`src/rtl/cpu_pkg.sv`:
```
// Shared definitions for the program loader: RAM geometry and loader FSM states.
package cpu_pkg;
  localparam int RAM_DEPTH = 16;
  localparam int ADDR_W    = 4;
  localparam int DATA_W    = 8;

  typedef enum logic [2:0] {
    ST_IDLE,
    ST_WAIT_STB,
    ST_LOAD_ADDR,
    ST_LOAD_DATA,
    ST_WRITE,
    ST_FULL,
    ST_RUN
  } loader_state_e;
endpackage

```
`src/rtl/program_loader_if.sv`:
```
// Shared-bus side of the program loader: bus drive, MAR loads and RAM write strobe.
interface program_loader_if;
  import cpu_pkg::*;

  logic [DATA_W-1:0] bus_out;
  logic              bus_oe;
  logic              n_load_addr;
  logic              n_load_data;
  logic              ram_we_n;

  modport master (output bus_out, bus_oe, n_load_addr, n_load_data, ram_we_n);
  modport slave  (input  bus_out, bus_oe, n_load_addr, n_load_data, ram_we_n);
endinterface

```
`src/rtl/input_synchronizer.sv`:
```
// Two-flop synchronizer for an asynchronous pin plus a rising-edge detector.
module input_synchronizer (
  input  logic clk,
  input  logic rst_n,
  input  logic async_i,
  output logic level_o,
  output logic rise_o
);
  logic [1:0] sync_q;
  logic       prev_q;

  always_ff @(posedge clk or negedge rst_n) begin
    if (!rst_n) begin
      sync_q <= '0;
      prev_q <= 1'b0;
    end else begin
      sync_q <= {sync_q[0], async_i};
      prev_q <= sync_q[1];
    end
  end

  assign level_o = sync_q[1];
  assign rise_o  = sync_q[1] & ~prev_q;
endmodule

```
`src/rtl/program_loader.sv`:
```
// Loads 16 program bytes from a strobed host port into RAM through the MAR while
// holding the CPU in reset; releases the CPU when program mode drops.
module program_loader
  import cpu_pkg::*;
(
  input  logic              clk,
  input  logic              rst_n,
  input  logic              prog_mode,
  input  logic              prog_strobe,
  input  logic [DATA_W-1:0] prog_data,
  program_loader_if.master  bus_if,
  output logic              cpu_rst_n,
  output logic              ready,
  output logic              done,
  output logic [ADDR_W-1:0] load_addr
);
  loader_state_e     state_q, state_d;
  logic [ADDR_W-1:0] load_addr_q, load_addr_d;
  logic [DATA_W-1:0] hold_q, hold_d;
  logic              done_q, done_d;

  logic              stb_rise, mode_sync, stb_level_unused, mode_rise_unused;
  logic [DATA_W-1:0] bus_val;
  logic              bus_oe_c, we_n_c;

  input_synchronizer u_sync_strobe (
    .clk     (clk),
    .rst_n   (rst_n),
    .async_i (prog_strobe),
    .level_o (stb_level_unused),
    .rise_o  (stb_rise)
  );

  input_synchronizer u_sync_mode (
    .clk     (clk),
    .rst_n   (rst_n),
    .async_i (prog_mode),
    .level_o (mode_sync),
    .rise_o  (mode_rise_unused)
  );

  always_ff @(posedge clk or negedge rst_n) begin
    if (!rst_n) begin
      state_q     <= ST_IDLE;
      load_addr_q <= '0;
      hold_q      <= '0;
      done_q      <= 1'b0;
    end else begin
      state_q     <= state_d;
      load_addr_q <= load_addr_d;
      hold_q      <= hold_d;
      done_q      <= done_d;
    end
  end

  always_comb begin
    state_d     = state_q;
    load_addr_d = load_addr_q;
    hold_d      = hold_q;
    done_d      = done_q;
    bus_oe_c    = 1'b0;
    bus_val     = '0;
    we_n_c      = 1'b1;
    cpu_rst_n   = 1'b0;
    ready       = 1'b0;
    bus_if.n_load_addr = 1'b1;
    bus_if.n_load_data = 1'b1;

    unique case (state_q)
      ST_IDLE: state_d = mode_sync ? ST_WAIT_STB : ST_RUN;
      ST_WAIT_STB: begin
        ready = 1'b1;
        if (stb_rise) begin
          hold_d  = prog_data;
          state_d = ST_LOAD_ADDR;
        end else if (!mode_sync) begin
          state_d = ST_RUN;
        end
      end
      ST_LOAD_ADDR: begin
        bus_oe_c           = 1'b1;
        bus_val            = {{(DATA_W-ADDR_W){1'b0}}, load_addr_q};
        bus_if.n_load_addr = 1'b0;
        state_d            = ST_LOAD_DATA;
      end
      ST_LOAD_DATA: begin
        bus_oe_c           = 1'b1;
        bus_val            = hold_q;
        bus_if.n_load_data = 1'b0;
        state_d            = ST_WRITE;
      end
      ST_WRITE: begin
        we_n_c      = 1'b0;
        load_addr_d = load_addr_q + ADDR_W'(1);
        if (load_addr_q == ADDR_W'(RAM_DEPTH - 1)) begin
          done_d  = 1'b1;
          state_d = ST_FULL;
        end else begin
          state_d = ST_WAIT_STB;
        end
      end
      ST_FULL: if (!mode_sync) state_d = ST_RUN;
      ST_RUN: begin
        cpu_rst_n = 1'b1;
        if (mode_sync) begin
          load_addr_d = '0;
          done_d      = 1'b0;
          state_d     = ST_WAIT_STB;
        end
      end
      default: state_d = ST_IDLE;
    endcase
  end

  // Reset gates the write strobe directly so a write in flight is cut off
  // without waiting for the state register to settle.
  assign bus_if.ram_we_n = we_n_c | ~rst_n;
  assign bus_if.bus_oe   = bus_oe_c;
  assign bus_if.bus_out  = bus_oe_c ? bus_val : '0;
  assign done            = done_q;
  assign load_addr       = load_addr_q;
endmodule

```
`src/flat_wrapper.sv`:
```
// flat-port wrapper written by rule: the top's interface ports become plain ports
module program_loader_flat import cpu_pkg::*;
  (clk, rst_n, prog_mode, prog_strobe, prog_data, cpu_rst_n, ready, done, load_addr, bus_if_bus_out, bus_if_bus_oe, bus_if_n_load_addr, bus_if_n_load_data, bus_if_ram_we_n);
  program_loader_if bus_if_i ();
  input  logic clk;
  input  logic rst_n;
  input  logic prog_mode;
  input  logic prog_strobe;
  input  logic [DATA_W-1:0] prog_data;
  output logic cpu_rst_n;
  output logic ready;
  output logic done;
  output logic [ADDR_W-1:0] load_addr;
  output wire logic [$bits(bus_if_i.bus_out)-1:0] bus_if_bus_out;
  output wire logic [$bits(bus_if_i.bus_oe)-1:0] bus_if_bus_oe;
  output wire logic [$bits(bus_if_i.n_load_addr)-1:0] bus_if_n_load_addr;
  output wire logic [$bits(bus_if_i.n_load_data)-1:0] bus_if_n_load_data;
  output wire logic [$bits(bus_if_i.ram_we_n)-1:0] bus_if_ram_we_n;
  assign bus_if_bus_out = bus_if_i.bus_out;
  assign bus_if_bus_oe = bus_if_i.bus_oe;
  assign bus_if_n_load_addr = bus_if_i.n_load_addr;
  assign bus_if_n_load_data = bus_if_i.n_load_data;
  assign bus_if_ram_we_n = bus_if_i.ram_we_n;
  program_loader u_core (.clk(clk), .rst_n(rst_n), .prog_mode(prog_mode), .prog_strobe(prog_strobe), .prog_data(prog_data), .bus_if(bus_if_i), .cpu_rst_n(cpu_rst_n), .ready(ready), .done(done), .load_addr(load_addr));
endmodule
```
`config.mk`:
```
export PLATFORM = sky130hd
export DESIGN_NAME = program_loader_flat
export DESIGN_NICKNAME = d
export VERILOG_FILES = /design/src/rtl/cpu_pkg.sv /design/src/rtl/program_loader_if.sv /design/src/rtl/input_synchronizer.sv /design/src/rtl/program_loader.sv /design/src/flat_wrapper.sv
export SDC_FILE = /design/constraint.sdc
export NUM_CORES = 1
export LEC_CHECK = 0
export ABC_AREA = 1
export BUFFER_PORTS_ARGS = -buffer_cell sky130_fd_sc_hd__buf_2
export CORE_ASPECT_RATIO = 1.5
export CORE_MARGIN = 1
export CORE_UTILIZATION = 49
export CTS_CLUSTER_DIAMETER = 60
export DETAILED_ROUTE_END_ITERATION = 10
export PLACE_DENSITY = 0.8
export SYNTH_ARGS = -nofsm -noshare
export SYNTH_HDL_FRONTEND = slang
export SYNTH_SLANG_ARGS = --single-unit
```
`constraint.sdc`:
```
create_clock -name clk -period 1.5 [get_ports clk]
set_clock_uncertainty 0.05 [all_clocks]
set_input_delay 0.15 -clock clk [delete_from_list [all_inputs] [get_ports clk]]
set_output_delay 0.15 -clock clk [all_outputs]
set_load 0.1 [all_outputs]
```
==> run summary <==
PLACE
--------------------------------------------------------------------------------
Routability cong. .................................................        0.833
Area post-placement ...............................................     1520 µm²
Worst setup timing slack at the placement stage ...................    0.0678 ns
Number of placed instances with taps included .....................          171
# port buffers ....................................................           30
Detailed-placement wirelength estimate ............................      2110 µm

YOSYS
--------------------------------------------------------------------------------
Post-Synthesis Cells ..............................................          118
Number of synthesized register bits ...............................           21
Largest cells by area after synthesis ............................. sky130_fd_sc_hd__dfrtp_1, sky130_fd_sc_hd__nand2_1, sky130_fd_sc_hd__nand3_1
Proportion of synthesized chip area in sequential cells ...........        51.5%
Ys Warns ..........................................................            0
Synth Cell Area ...................................................     1020 µm²
Average cell area after synthesis .................................     8.65 µm²
Synthesized Nets ..................................................          131
Area share of the largest cell type after synthesis ...............        51.5%
Library cell with the largest summed area after synthesis ......... sky130_fd_sc_hd__dfrtp_1
Distinct cell type count after synthesis ..........................           19

GRT
--------------------------------------------------------------------------------
Final global-route overflow total .................................            0
Largest net degree at the start of global routing .................           22
Vias in the first global route ....................................         1196
Global-route total usage across every layer .......................        35.5%
Number of antenna violations at the first check in global routing .            0
Wire length of the first global-routing pass ......................      5470 µm

ROUTING
--------------------------------------------------------------------------------
DRC ...............................................................            0
Ratio of routed vias to standard cells ............................         6.30
Final routed wirelength across all metal layers ...................      4370 µm
Number of DRC markers after the initial detailed-route iteration ..           75
Length of the first detailed-routing pass in iterations ...........            4
Routed WL per cell ................................................      22.4 µm
Remaining antenna violation count .................................            0
Via count .........................................................         1228

WORST SETUP PATH
--------------------------------------------------------------------------------
Critical path startpoint category .................................     register
Kind of end point of the critical path ............................ primary output
Worst setup path category .........................................      reg2out
Worst EP arrival ..................................................      1.55 ns
Worst r2r dst .....................................................  u_core.done
Largest fanout of any net on the critical path ....................            7
Data required time at the worst endpoint ..........................      1.30 ns
Reg2reg path depth ................................................            8
R2R Setup Slk .....................................................     -0.05 ns
Startpoint of the worst-slack reg-to-reg timing path .............. u_core.state_q[1]

TIMING
--------------------------------------------------------------------------------
Transition time of the tightest slew-check pin ....................     0.498 ns
RSZ-0062 raised after global routing ..............................         true
Number of failing hold endpoints at the final stage ...............            0
Number of pins exceeding their max-slew limit in the final report .            0
Max Clock Freq ....................................................    0.571 GHz
Final WS setup ....................................................    -0.252 ns
Slew HR ...........................................................        67.0%
Final worst-path cycle share ......................................         117%
Final critical path time including I/O delays and setup ...........      1.75 ns
Final setup vio count .............................................           27

FLOORPLANNING
--------------------------------------------------------------------------------
Core region area ..................................................     1900 µm²
Cell Rows .........................................................           19
Overall die height ................................................      57.9 µm
Starting density of the core ......................................        53.7%
# IOs .............................................................           31
Die width .........................................................      39.3 µm
Area of the die ...................................................     2270 µm²

FINAL LAYOUT
--------------------------------------------------------------------------------
Commonest non-fill, non-tap cell in the layout .................... sky130_fd_sc_hd__nand2_1
Highest-count cells in the layout ignoring fill and taps .......... sky130_fd_sc_hd__nand2_1, sky130_fd_sc_hd__dfrtp_1, sky130_fd_sc_hd__buf_2, sky130_fd_sc_hd__buf_4, sky130_fd_sc_hd__buf_12
Fin nets ..........................................................          188
Filler-free cell count of the finished design .....................          195
P&R area growth vs syn ............................................        76.3%
Layout cell share with drive strength beyond 1 ....................        53.4%
Filler Cells Inserted .............................................           52
Diodes inserted ...................................................            0
Fraction of the core area covered by cells at the end of the flow .        94.7%
Cell area after layout ............................................     1800 µm²

WORST HOLD PATH
--------------------------------------------------------------------------------
Cells on Worst Hold Path ..........................................            3
Worst min-delay path class ........................................       in2reg
Hold-critical path endpoint ....................................... u_core.hold_q[2]
Hold path startpoint .............................................. prog_data[2]

OUTCOME
--------------------------------------------------------------------------------
Run status ........................................................ finished with violations
Violated checks ................................................... negative setup slack

CLOCK TREE
--------------------------------------------------------------------------------
Number of sinks handled by clock tree synthesis ...................           21
Number of buffers created by CTS ..................................            3
Buffer levels on the longest clock path ...........................            2
Clock Pin Slew Worst Setup and Hold Paths .........................      0.13 ns
CTS H-tree lvls ...................................................            1
CTS tree ..........................................................          yes
Clock root cell ................................................... sky130_fd_sc_hd__clkbuf_4
Clock insertion delay at the later pin of the skew report .........      0.32 ns

RUN
--------------------------------------------------------------------------------
Maxcap violations .................................................            0

==> worst max path at each step <==
stage                       from                   to  slack (ns)  cells after the start
2_1_floorplan  u_core.state_q[1]    bus_if_bus_out[0]       -0.76                      4
3_3_place_gp   u_core.state_q[0]  u_core.load_addr[0]        0.14                      6
3_5_place_dp   u_core.state_q[1]    bus_if_bus_out[1]        0.07                      6
4_1_cts        u_core.state_q[1]    bus_if_bus_out[4]       -0.14                      6
5_1_grt        u_core.state_q[2]    bus_if_bus_out[2]       -0.25                      5
6_report       u_core.state_q[1]    bus_if_bus_out[7]       -0.25                      6
==> layer usage <==
layer / track usage [%] / share of wire (%)
met1: 35.7 / 33
met2: 61.9 / 50
met3: 5.75 / 8.3
met4: 25.1 / 8.9
met5: 0 / 0
==> logic make-up after synthesis <==
kind of cell,synth area share [%]
fa+ha+maj,1.23
buf+inv,7.97
flops,51.5
compound gates,7.84
simple gates,31.5
==> synthesized netlist by cell type, drive strengths merged <==
master and instances:
nand2 29, dfrtp 21, nor2 19, nand3 16
inv 15, o21ai 7, a21oi 6, buf 2
nand4 2, ha 1
==> critical path: stages, from the launching register on <==
cell                      delay, ns
sky130_fd_sc_hd__dfrtp_1       0.43
sky130_fd_sc_hd__inv_2         0.10
sky130_fd_sc_hd__nor2_4        0.13
sky130_fd_sc_hd__buf_8         0.17
sky130_fd_sc_hd__nand2_8       0.10
sky130_fd_sc_hd__nor2_4        0.12
sky130_fd_sc_hd__buf_12        0.18
==> timing repair <==
action                                 4_1_cts  5_1_grt
endpoints found under the hold margin       23        0
hold buffers                                 3        0
setup endpoints to repair                   13       22
setup buffers                               11        5
cloned                                       0        1
resized for setup                           11       12
pin swaps                                    8        1
==> state kept, by name, summed over array words and instances (netlist names) <==
signal and count:
u_core.u_sync_mode.sync_q 2, u_core.state_q 3, u_core.hold_q 8, u_core.done 1
u_core.u_sync_strobe.prev_q 1, u_core.load_addr 4, u_core.u_sync_strobe.sync_q 2
==> metrics by stage <==
stage          hold WS [ns]  TNS (ns)
2_1_floorplan        -0.196    -10.28
3_3_place_gp          0.134         0
3_5_place_dp          0.146         0
4_1_cts              0.0363     -1.40
5_1_grt              0.0490     -3.51
6_report             0.0421     -3.19
==> final cells by class <==
| type | count | area (µm²) | area share [%] |
|---|---|---|---|
| sequential | 21 | 528 | 29.3 |
| clock inverter | 1 | 5.00 | 0.278 |
| timing repair buffer | 53 | 559 | 31.1 |
| tap | 21 | 26.3 | 1.46 |
| multi-input combinational | 81 | 598 | 33.2 |
| inverter | 15 | 61.3 | 3.41 |
| clock buffer | 3 | 22.5 | 1.25 |
Power is not shown: default switching activity piles up to over one toggle a cycle in this logic, so the estimate is an artifact.
